$ cat src/rtl/gpio_apb_sequencer.sv
// APB master for the board GPIO core: programs every CONFIG_n register after reset,
// then merges masked LED updates from two requesters into GPIO_OUT writes.
// Optional GPIO_IN polling is enabled by defining GPIO_SEQ_POLL_EN.
module gpio_apb_sequencer #(
  parameter int unsigned IO_NUM      = 3,
  parameter logic [31:0] CFG_WORD    = 32'h0000_0005,
  parameter logic [7:0]  OUT_ADDR    = 8'hA0,
  parameter logic [7:0]  IN_ADDR     = 8'h90,
  parameter int unsigned POLL_PERIOD = 1024
) (
  input  logic              PCLK,
  input  logic              PRESET,
  input  logic [1:0]        req_valid,
  input  logic [IO_NUM-1:0] req_data0,
  input  logic [IO_NUM-1:0] req_data1,
  input  logic [IO_NUM-1:0] req_mask0,
  input  logic [IO_NUM-1:0] req_mask1,
  output logic [1:0]        req_ack,
  output logic              PSEL,
  output logic              PENABLE,
  output logic              PWRITE,
  output logic [7:0]        PADDR,
  output logic [31:0]       PWDATA,
  input  logic [31:0]       PRDATA,
  input  logic              PREADY,
  input  logic              PSLVERR,
  output logic              cfg_done,
  output logic [IO_NUM-1:0] gpio_out_q,
  output logic [IO_NUM-1:0] gpio_in_q,
  output logic              bus_err
);

  localparam int unsigned IDX_W = 5;

  typedef enum logic [2:0] {
    CFG_SETUP,
    CFG_ACCESS,
    IDLE,
    WR_SETUP,
    WR_ACCESS
`ifdef GPIO_SEQ_POLL_EN
    ,
    RD_SETUP,
    RD_ACCESS
`endif
  } state_t;

  state_t            state_q, state_d;
  logic [IDX_W-1:0]  cfg_idx;
  logic              cfg_last;
  logic              last_grant;
  logic              wr_sel;
  logic              wr_start;
  logic              grant_sel;
  logic [1:0]        elig;
  logic [IO_NUM-1:0] new_c;
  logic              done_c;
  logic              psel_d, penable_d, pwrite_d;
  logic              unused_rd;

  // PENABLE is high only in ACCESS, so this marks the completing cycle of any transfer
  assign done_c    = PENABLE && PREADY;
  assign cfg_last  = (cfg_idx == IDX_W'(IO_NUM - 1));
  assign unused_rd = ^PRDATA;

`ifdef GPIO_SEQ_POLL_EN
  localparam int unsigned CNT_W = $clog2(POLL_PERIOD);

  logic [CNT_W-1:0] poll_cnt;
  logic             poll_pending;
  logic             poll_tick_c;
  logic             rd_start;

  assign poll_tick_c = cfg_done && (poll_cnt == CNT_W'(POLL_PERIOD - 1));

  // Free-running poll timer; an expiry while a poll is still pending is simply absorbed
  always_ff @(posedge PCLK or posedge PRESET) begin
    if (PRESET) begin
      poll_cnt     <= '0;
      poll_pending <= 1'b0;
      gpio_in_q    <= '0;
    end else begin
      if (!cfg_done || poll_tick_c) poll_cnt <= '0;
      else                          poll_cnt <= poll_cnt + CNT_W'(1);
      if (poll_tick_c)                            poll_pending <= 1'b1;
      else if (done_c && (state_q == RD_ACCESS))  poll_pending <= 1'b0;
      if (done_c && (state_q == RD_ACCESS)) gpio_in_q <= PRDATA[IO_NUM-1:0];
    end
  end
`else
  logic unused_poll;

  assign gpio_in_q   = '0;
  assign unused_poll = ^{IN_ADDR, 32'(POLL_PERIOD)};
`endif

  // Next-state, grant selection and next bus-phase controls
  always_comb begin
    state_d   = state_q;
    wr_start  = 1'b0;
`ifdef GPIO_SEQ_POLL_EN
    rd_start  = 1'b0;
`endif
    // a requester being acked this cycle has not yet had the chance to drop req_valid
    elig      = req_valid & ~req_ack;
    grant_sel = (elig == 2'b11) ? ~last_grant : elig[1];
    new_c     = grant_sel ? ((gpio_out_q & ~req_mask1) | (req_data1 & req_mask1))
                          : ((gpio_out_q & ~req_mask0) | (req_data0 & req_mask0));

    case (state_q)
      // right after reset PSEL is still low, so the SETUP phase is launched first
      CFG_SETUP:  if (PSEL) state_d = CFG_ACCESS;
      CFG_ACCESS: if (PREADY) state_d = IDLE;
      IDLE: begin
        if (!cfg_done) begin
          state_d = CFG_SETUP;
        end
`ifdef GPIO_SEQ_POLL_EN
        else if (poll_pending) begin
          state_d  = RD_SETUP;
          rd_start = 1'b1;
        end
`endif
        else if (elig != 2'b00) begin
          state_d  = WR_SETUP;
          wr_start = 1'b1;
        end
      end
      WR_SETUP:   state_d = WR_ACCESS;
      WR_ACCESS:  if (PREADY) state_d = IDLE;
`ifdef GPIO_SEQ_POLL_EN
      RD_SETUP:   state_d = RD_ACCESS;
      RD_ACCESS:  if (PREADY) state_d = IDLE;
`endif
      default:    state_d = CFG_SETUP;
    endcase

    psel_d    = 1'b1;
    penable_d = 1'b0;
    pwrite_d  = 1'b1;
    case (state_d)
      IDLE: begin
        psel_d   = 1'b0;
        pwrite_d = 1'b0;
      end
      CFG_ACCESS, WR_ACCESS: penable_d = 1'b1;
`ifdef GPIO_SEQ_POLL_EN
      RD_SETUP:  pwrite_d = 1'b0;
      RD_ACCESS: begin
        penable_d = 1'b1;
        pwrite_d  = 1'b0;
      end
`endif
      default: ;
    endcase
  end

  // State register and registered APB / status outputs
  always_ff @(posedge PCLK or posedge PRESET) begin
    if (PRESET) begin
      state_q    <= CFG_SETUP;
      cfg_idx    <= '0;
      cfg_done   <= 1'b0;
      last_grant <= 1'b1;
      wr_sel     <= 1'b0;
      PSEL       <= 1'b0;
      PENABLE    <= 1'b0;
      PWRITE     <= 1'b0;
      PADDR      <= '0;
      PWDATA     <= '0;
      req_ack    <= '0;
      gpio_out_q <= '0;
      bus_err    <= 1'b0;
    end else begin
      state_q <= state_d;
      PSEL    <= psel_d;
      PENABLE <= penable_d;
      PWRITE  <= pwrite_d;
      req_ack <= 2'b00;
      if (state_d == CFG_SETUP) begin
        PADDR  <= {1'b0, cfg_idx, 2'b00};
        PWDATA <= CFG_WORD;
      end
      if (wr_start) begin
        PADDR      <= OUT_ADDR;
        PWDATA     <= 32'(new_c);
        wr_sel     <= grant_sel;
        last_grant <= grant_sel;
      end
`ifdef GPIO_SEQ_POLL_EN
      if (rd_start) PADDR <= IN_ADDR;
`endif
      if (done_c) begin
        if (PSLVERR) bus_err <= 1'b1;
        case (state_q)
          CFG_ACCESS: begin
            if (cfg_last) cfg_done <= 1'b1;
            else          cfg_idx  <= cfg_idx + IDX_W'(1);
          end
          // the shadow follows the completed write even when the completer flagged an error
          WR_ACCESS: begin
            gpio_out_q <= PWDATA[IO_NUM-1:0];
            req_ack    <= wr_sel ? 2'b10 : 2'b01;
          end
          default: ;
        endcase
      end
    end
  end

endmodule

$ cat config.mk
export PLATFORM = sky130hd
export DESIGN_NAME = gpio_apb_sequencer
export DESIGN_NICKNAME = d
export VERILOG_FILES = /design/src/rtl/gpio_apb_sequencer.sv
export SDC_FILE = /design/constraint.sdc
export NUM_CORES = 1
export LEC_CHECK = 0
export ABC_AREA = 1
export CAP_MARGIN = 30
export CELL_PAD_IN_SITES_DETAIL_PLACEMENT = 1
export CELL_PAD_IN_SITES_GLOBAL_PLACEMENT = 2
export CORE_MARGIN = 5
export CORE_UTILIZATION = 19
export DETAILED_ROUTE_END_ITERATION = 12
export GPL_ROUTABILITY_DRIVEN = 0
export PLACE_DENSITY_LB_ADDON = 0.05
export SYNTH_ARGS = -nofsm -noshare
export SYNTH_HDL_FRONTEND = slang
export SYNTH_SLANG_ARGS = --single-unit
$ cat constraint.sdc
create_clock -name PCLK -period 1.6 [get_ports PCLK]
set_input_delay 0.24 -clock PCLK [delete_from_list [all_inputs] [get_ports PCLK]]
set_output_delay 0.24 -clock PCLK [all_outputs]
set_load 0.1 [all_outputs]
# --- Word level (Yosys, flattened, before mapping) ---
# Index checks and enable logic that the tools add are counted.
totals:
  regBits: 59
  wordCells: 64
op_classes:
  bitwise: 12
  reduce_logical: 11
  addsub: 1
  muxes: 19
  eq_ne: 9
op_table:
  columns: ["cell", "count"]
  rows:
  - ["$mux W32", 2]
  - ["$mux W8", 2]
  - ["$mux W3", 5]
  - ["$and A3 B3 Y3", 4]
  - ["$pmux W3 S4", 1]
  - ["$eq A3 B2 Y1 const B", 3]
  - ["$eq A3 B1 Y1 const B", 2]
  - ["$eq A3 B3 Y1 const B", 2]
  - ["$logic_not A3 Y1", 2]
  - ["$mux W1", 6]
  - ["$mux W2", 3]
  - ["$not A3 Y3", 2]
  - ["$or A3 B3 Y3", 2]
  - ["$reduce_and A3 Y1", 2]
  - ["$add A5 B1 Y5 const B", 1]
  - ["$eq A5 B2 Y1 const B", 1]
  - ["$reduce_and A2 Y1", 2]
  - ["$reduce_bool A2 Y1", 2]
  - ["$reduce_or A2 Y1", 2]
  - ["$and A2 B2 Y2", 1]
  - ["$eq A2 B2 Y1 const B", 1]
  - ["$not A1 Y1", 2]
  - ["$not A2 Y2", 1]
  - ["$logic_and A1 B1 Y1", 1]

# --- Logic depth before layout (Yosys ltp) ---
logic_depth:
  word_depth: 9
  ltp_mapped: 11
  ltp_nobuf: 10

# --- Least setup slack after synthesis ---
# No wires, ideal clock.
synth_timing:
  kind: "register to register"
  startpoint: "register cfg_done"
  endpoint: "register PWDATA[0]"
  path_stages_with_launch: 11
  path_buffers: 1
  setup_time_ns: 0.121
  period_less_slack_ns: 1.919
  arrival_time_ns: 1.798
  setup_slack_ns: -0.319
  cell_sequence: "dfrtp_1 inv_1 nor2_1 nand2_2 nor2_4 nor2_2 nand3_2 buf_6 nand2_4 nand2_1 nand2_1"
synth_between:
  elab_chain_cells: 4
  word_cells_on_any_way: 7
  cone_classes: "mux: 5; reduce/logical: 2"
synth_lines:
  columns: ["element", "line_no", "rtl"]
  rows:
  - ["start, declared", "27", "output logic cfg_done,"]
  - ["start signal, assigned", "163", "cfg_done <= 1'b0;"]
  - ["start signal, assigned", "197", "if (cfg_last) cfg_done <= 1'b1;"]
  - ["$mux W3", "115", "if (!cfg_done) begin"]
  - ["$pmux W3 S4", "110", "case (state_q)"]
  - ["$logic_not A3 Y1", "180", "if (state_d == CFG_SETUP) begin"]
  - ["$reduce_bool A2 Y1 (no source line)", null, null]
  - ["end signal, assigned", "186", "PWDATA <= 32'(new_c);"]
  - ["end, declared", "23", "output logic [31:0] PWDATA,"]
# Parallel ways exist; a longest one is shown, timed or not.
# A chain may end at the register's enable or synchronous reset.

# --- Worst setup path after layout ---
layout_timing:
  startpoint: "register cfg_done"
  endpoint: "register PWDATA[1]"
# The elaborated chain is that of the path after synthesis.

==> impl_metrics.csv <==
group,metric,value,unit
power,powerDensity,2330,nW/um^2
drt,drtIter0Drc,30,
finish,synthToLayoutAreaGrowth,48.0,%
timing,final_max_slew_viol_count,0,
placement,dp.cells,342,
finish,n_fill_cell,959,
drt,routed_wl,4.32,mm
synthesis,synth_xor_xnor_area_share,2.19,%
synthesis,synth_ff_type,"dfrtp_1",
timing,slew_headroom,62.6,%
die,start_util,19.4,%
drt,drc,0,
die,die_h,102,um
synthesis,yosysSeqAreaShare,44.0,%
critical_path,worstSetupPathType,"flop to flop",
global_route,grt_util_met3,1.79,%
synthesis,synth_top_area_share,42.3,%
clock_tree,clk_pin_slew,0.10,ns
finish,layout_common_cells,"42 x nand2_1, 34 x conb_1, 21 x inv_1, 20 x buf_12, 19 x dfrtp_1",
finish,final_cell_area,2360,sq um
drt,ant_nets,0,
run,maxCapViolations,0,
power,intPower,2.54,mW
power,vdd_drop_max,0.971,mV
global_route,track_usage,8.42,%
synthesis,avgSynthCellArea,8.45,sq um
timing,tightest_slew,0.560,ns
global_route,grt_max_degree,17,
drt,num_vias,1267,
status,status,"complete, no violations",
synthesis,synth_compound_area_share,5.09,%
timing,rsz0062_at_grt,"false",
critical_path,start_kind,"flop",
finish,layout.nets,298,
die,die_area,10300,sq um
timing,setup_violations,0,
global_route,grt_pass1_wl,6.91,mm
critical_path,slowest_stage,"dfrtp_4",
clock_tree,cts.sinks,28,
die,pin_count,103,
drt,post_drt_wl_per_cell,12.3,um
critical_path,crit_chain,"inv_1 -> nor2_1 -> nand2_2 -> a21boi_2 -> nand3_2 -> buf_4 -> nand3_1 -> nand2_1",
synthesis,yosys.area_share.simple,21.9,%
synthesis,synthMuxAreaShare,2.04,%
finish,final_common_cell,"nand2_1",
global_route,grt_overflow,0,
synthesis,syn_inst,189,
synthesis,synth_top_family_by_area,"buffers and inverters",
synthesis,synth_seq_cells,28,
power,p_seq_share,24.2,%
critical_path,crit_fanout,5,
critical_path,worst_path_largest_cell_delay,0.51,ns
timing,period_share,92.9,%
finish,drive_above_1_share,26.5,%
timing,min_period,1.49,ns
power,sw_frac_of_total,53.9,%
critical_path,critical_path_required,1.77,ns
placement,place_hpwl,3.55,mm
critical_path,cp.arrival,1.66,ns
critical_path,crit_path_end_kind,"flop",
power,p_switching,2.97,mW
placement,port_buffers,36,
clock_tree,cts_tree,"yes",
timing,max_freq,672,MHz
global_route,gr-usage-met2,14.0,%
die,fp.dieW,102,um
drt,first_pass_iters,4,
synthesis,synth_area,1600,sq um
clock_tree,clock_path_buffers,2,
clock_tree,cts_root_buffer,"clkbuf_8",
die,core,8220,sq um
global_route,grt-busiest-layer,"met2",
synthesis,async_reset_ff_share,100,%
clock_tree,clkLatencyLatePin,0.27,ns
clock_tree,ctsHoldBuffers,0,
finish,n_antenna_cell,0,
clock_tree,cts_max_level,1,
placement,place_area,2260,sq um
die,rows,33,
synthesis,synth_area_leader_cell,"dfrtp_1",
finish,final_util,28.7,%
timing,final_hold_viol_count,0,
synthesis,yosysWarnings,0,
timing,fin_skew,0.00154,ns
synthesis,synthTopCellsByArea,"dfrtp_1 42%, buf_4 16%, nand2_1 9.9%",
global_route,use_met1,11.2,%
global_route,grt_pass1_vias,1375,
hold_path,holdCritPathClass,"input port to async pin",
drt,viasPerCell,3.62,
power,p_clk_share,8.2,%
synthesis,synth_fa_ha_area_share,1.57,%
synthesis,synth_edf_count,0,
power,p_leak,1.19,nW
synthesis,synth_cell_types,26,
power,pwr-share-comb,67.6,%
clock_tree,cts_buffers,3,
finish,instances_no_fill,350,
global_route,grt_antenna_before_repair,0,
## worst max-delay path, delay by kind of cell, from the launching register on
family / cells / cell delay [ns]
flip-flops: 1 / 0.51
AND/OR/NAND/NOR: 5 / 0.40
AO/OA/AOI/OAI: 1 / 0.20
buffers and inverters: 2 / 0.27
## stage by stage
step           setup slack (ns)  hold WS, ns  power (mW)  setup TNS [ns]
2_1_floorplan            0.0160        0.305        3.76               0
3_3_place_gp             -0.121        0.410        4.94           -1.03
3_5_place_dp             -0.136        0.419        4.98           -1.17
4_1_cts                  0.0395        0.321        5.47               0
5_1_grt                 0.00611        0.344        5.88               0
6_report                  0.113        0.306        5.51               0
## final timing paths
check / startpoint / cells after the start / end / slack (ns)
hold reg to reg: wr_sel / 1 / req_ack[0] / 0.43
setup / recovery: cfg_done / 8 / PWDATA[1] / 0.11
max in group asynchronous: PRESET / 3 / PWDATA[0] / 0.81
min in group PCLK: wr_sel / 1 / req_ack[0] / 0.43
hold / removal: PRESET / 2 / req_ack[0] / 0.31
setup reg to reg: cfg_done / 8 / PWDATA[1] / 0.11
## cell families after synthesis
kind of cell	count (synthesis)
and+or+nand+nor	78
buffers and inverters	59
DFF	28
AOI/OAI and AO/OA	14
xor gates and xnor gates	4
muxes	3
adders and majority gates	2
other	1
## flip-flops by register name, summed over array words and instances (netlist names)
signal	cells
PWDATA	3
wr_sel	1
last_grant	1
req_ack	2
PENABLE	1
gpio_out_q	3
bus_err	1
cfg_idx	5
PADDR	6
state_q	3
PWRITE	1
cfg_done	1
## cell type report
type | count | area [sq um] | share of cell area, %
inverter | 22 | 82.6 | 3.50
sequential | 28 | 717 | 30.3
tap | 105 | 131 | 5.56
timing repair buffer | 56 | 717 | 30.3
clock buffer | 4 | 55.1 | 2.33
multi-input combinational | 135 | 659 | 27.9
## layer usage
metal  vias to the layer above  part of all wire [%]
li1                        629                     -
met1                       606                    42
met2                        32                    52
met3                         0                   5.8
met4                         0                     0
met5                         -                     0
## Yosys cell counts (2+ instances only)
library cell	number
a21oi_1	3
buf_4	35
buf_6	2
dfrtp_1	27
ha_1	2
inv_1	21
mux2_2	2
nand2_1	42
nand3_1	18
nor2_1	10
nor2_2	3
o21ai_0	7
xor2_1	4
## repair_timing
| action | in CTS | in global routing |
|---|---|---|
| resized for setup | 0 | 6 |
| endpoints found under the setup margin | 0 | 8 |
| buffers inserted | 0 | 4 |
## power groups by stage
stage	Sequential (mW)	Clock (mW)	Combinational, mW
floorplan	2.31	0	1.44
global placement	1.34	0	3.60
detailed placement	1.34	0	3.64
CTS	1.33	0.485	3.65
global route	1.38	0.509	3.99
finish	1.33	0.449	3.72
Note: power is estimated with default switching activity, not from simulation.
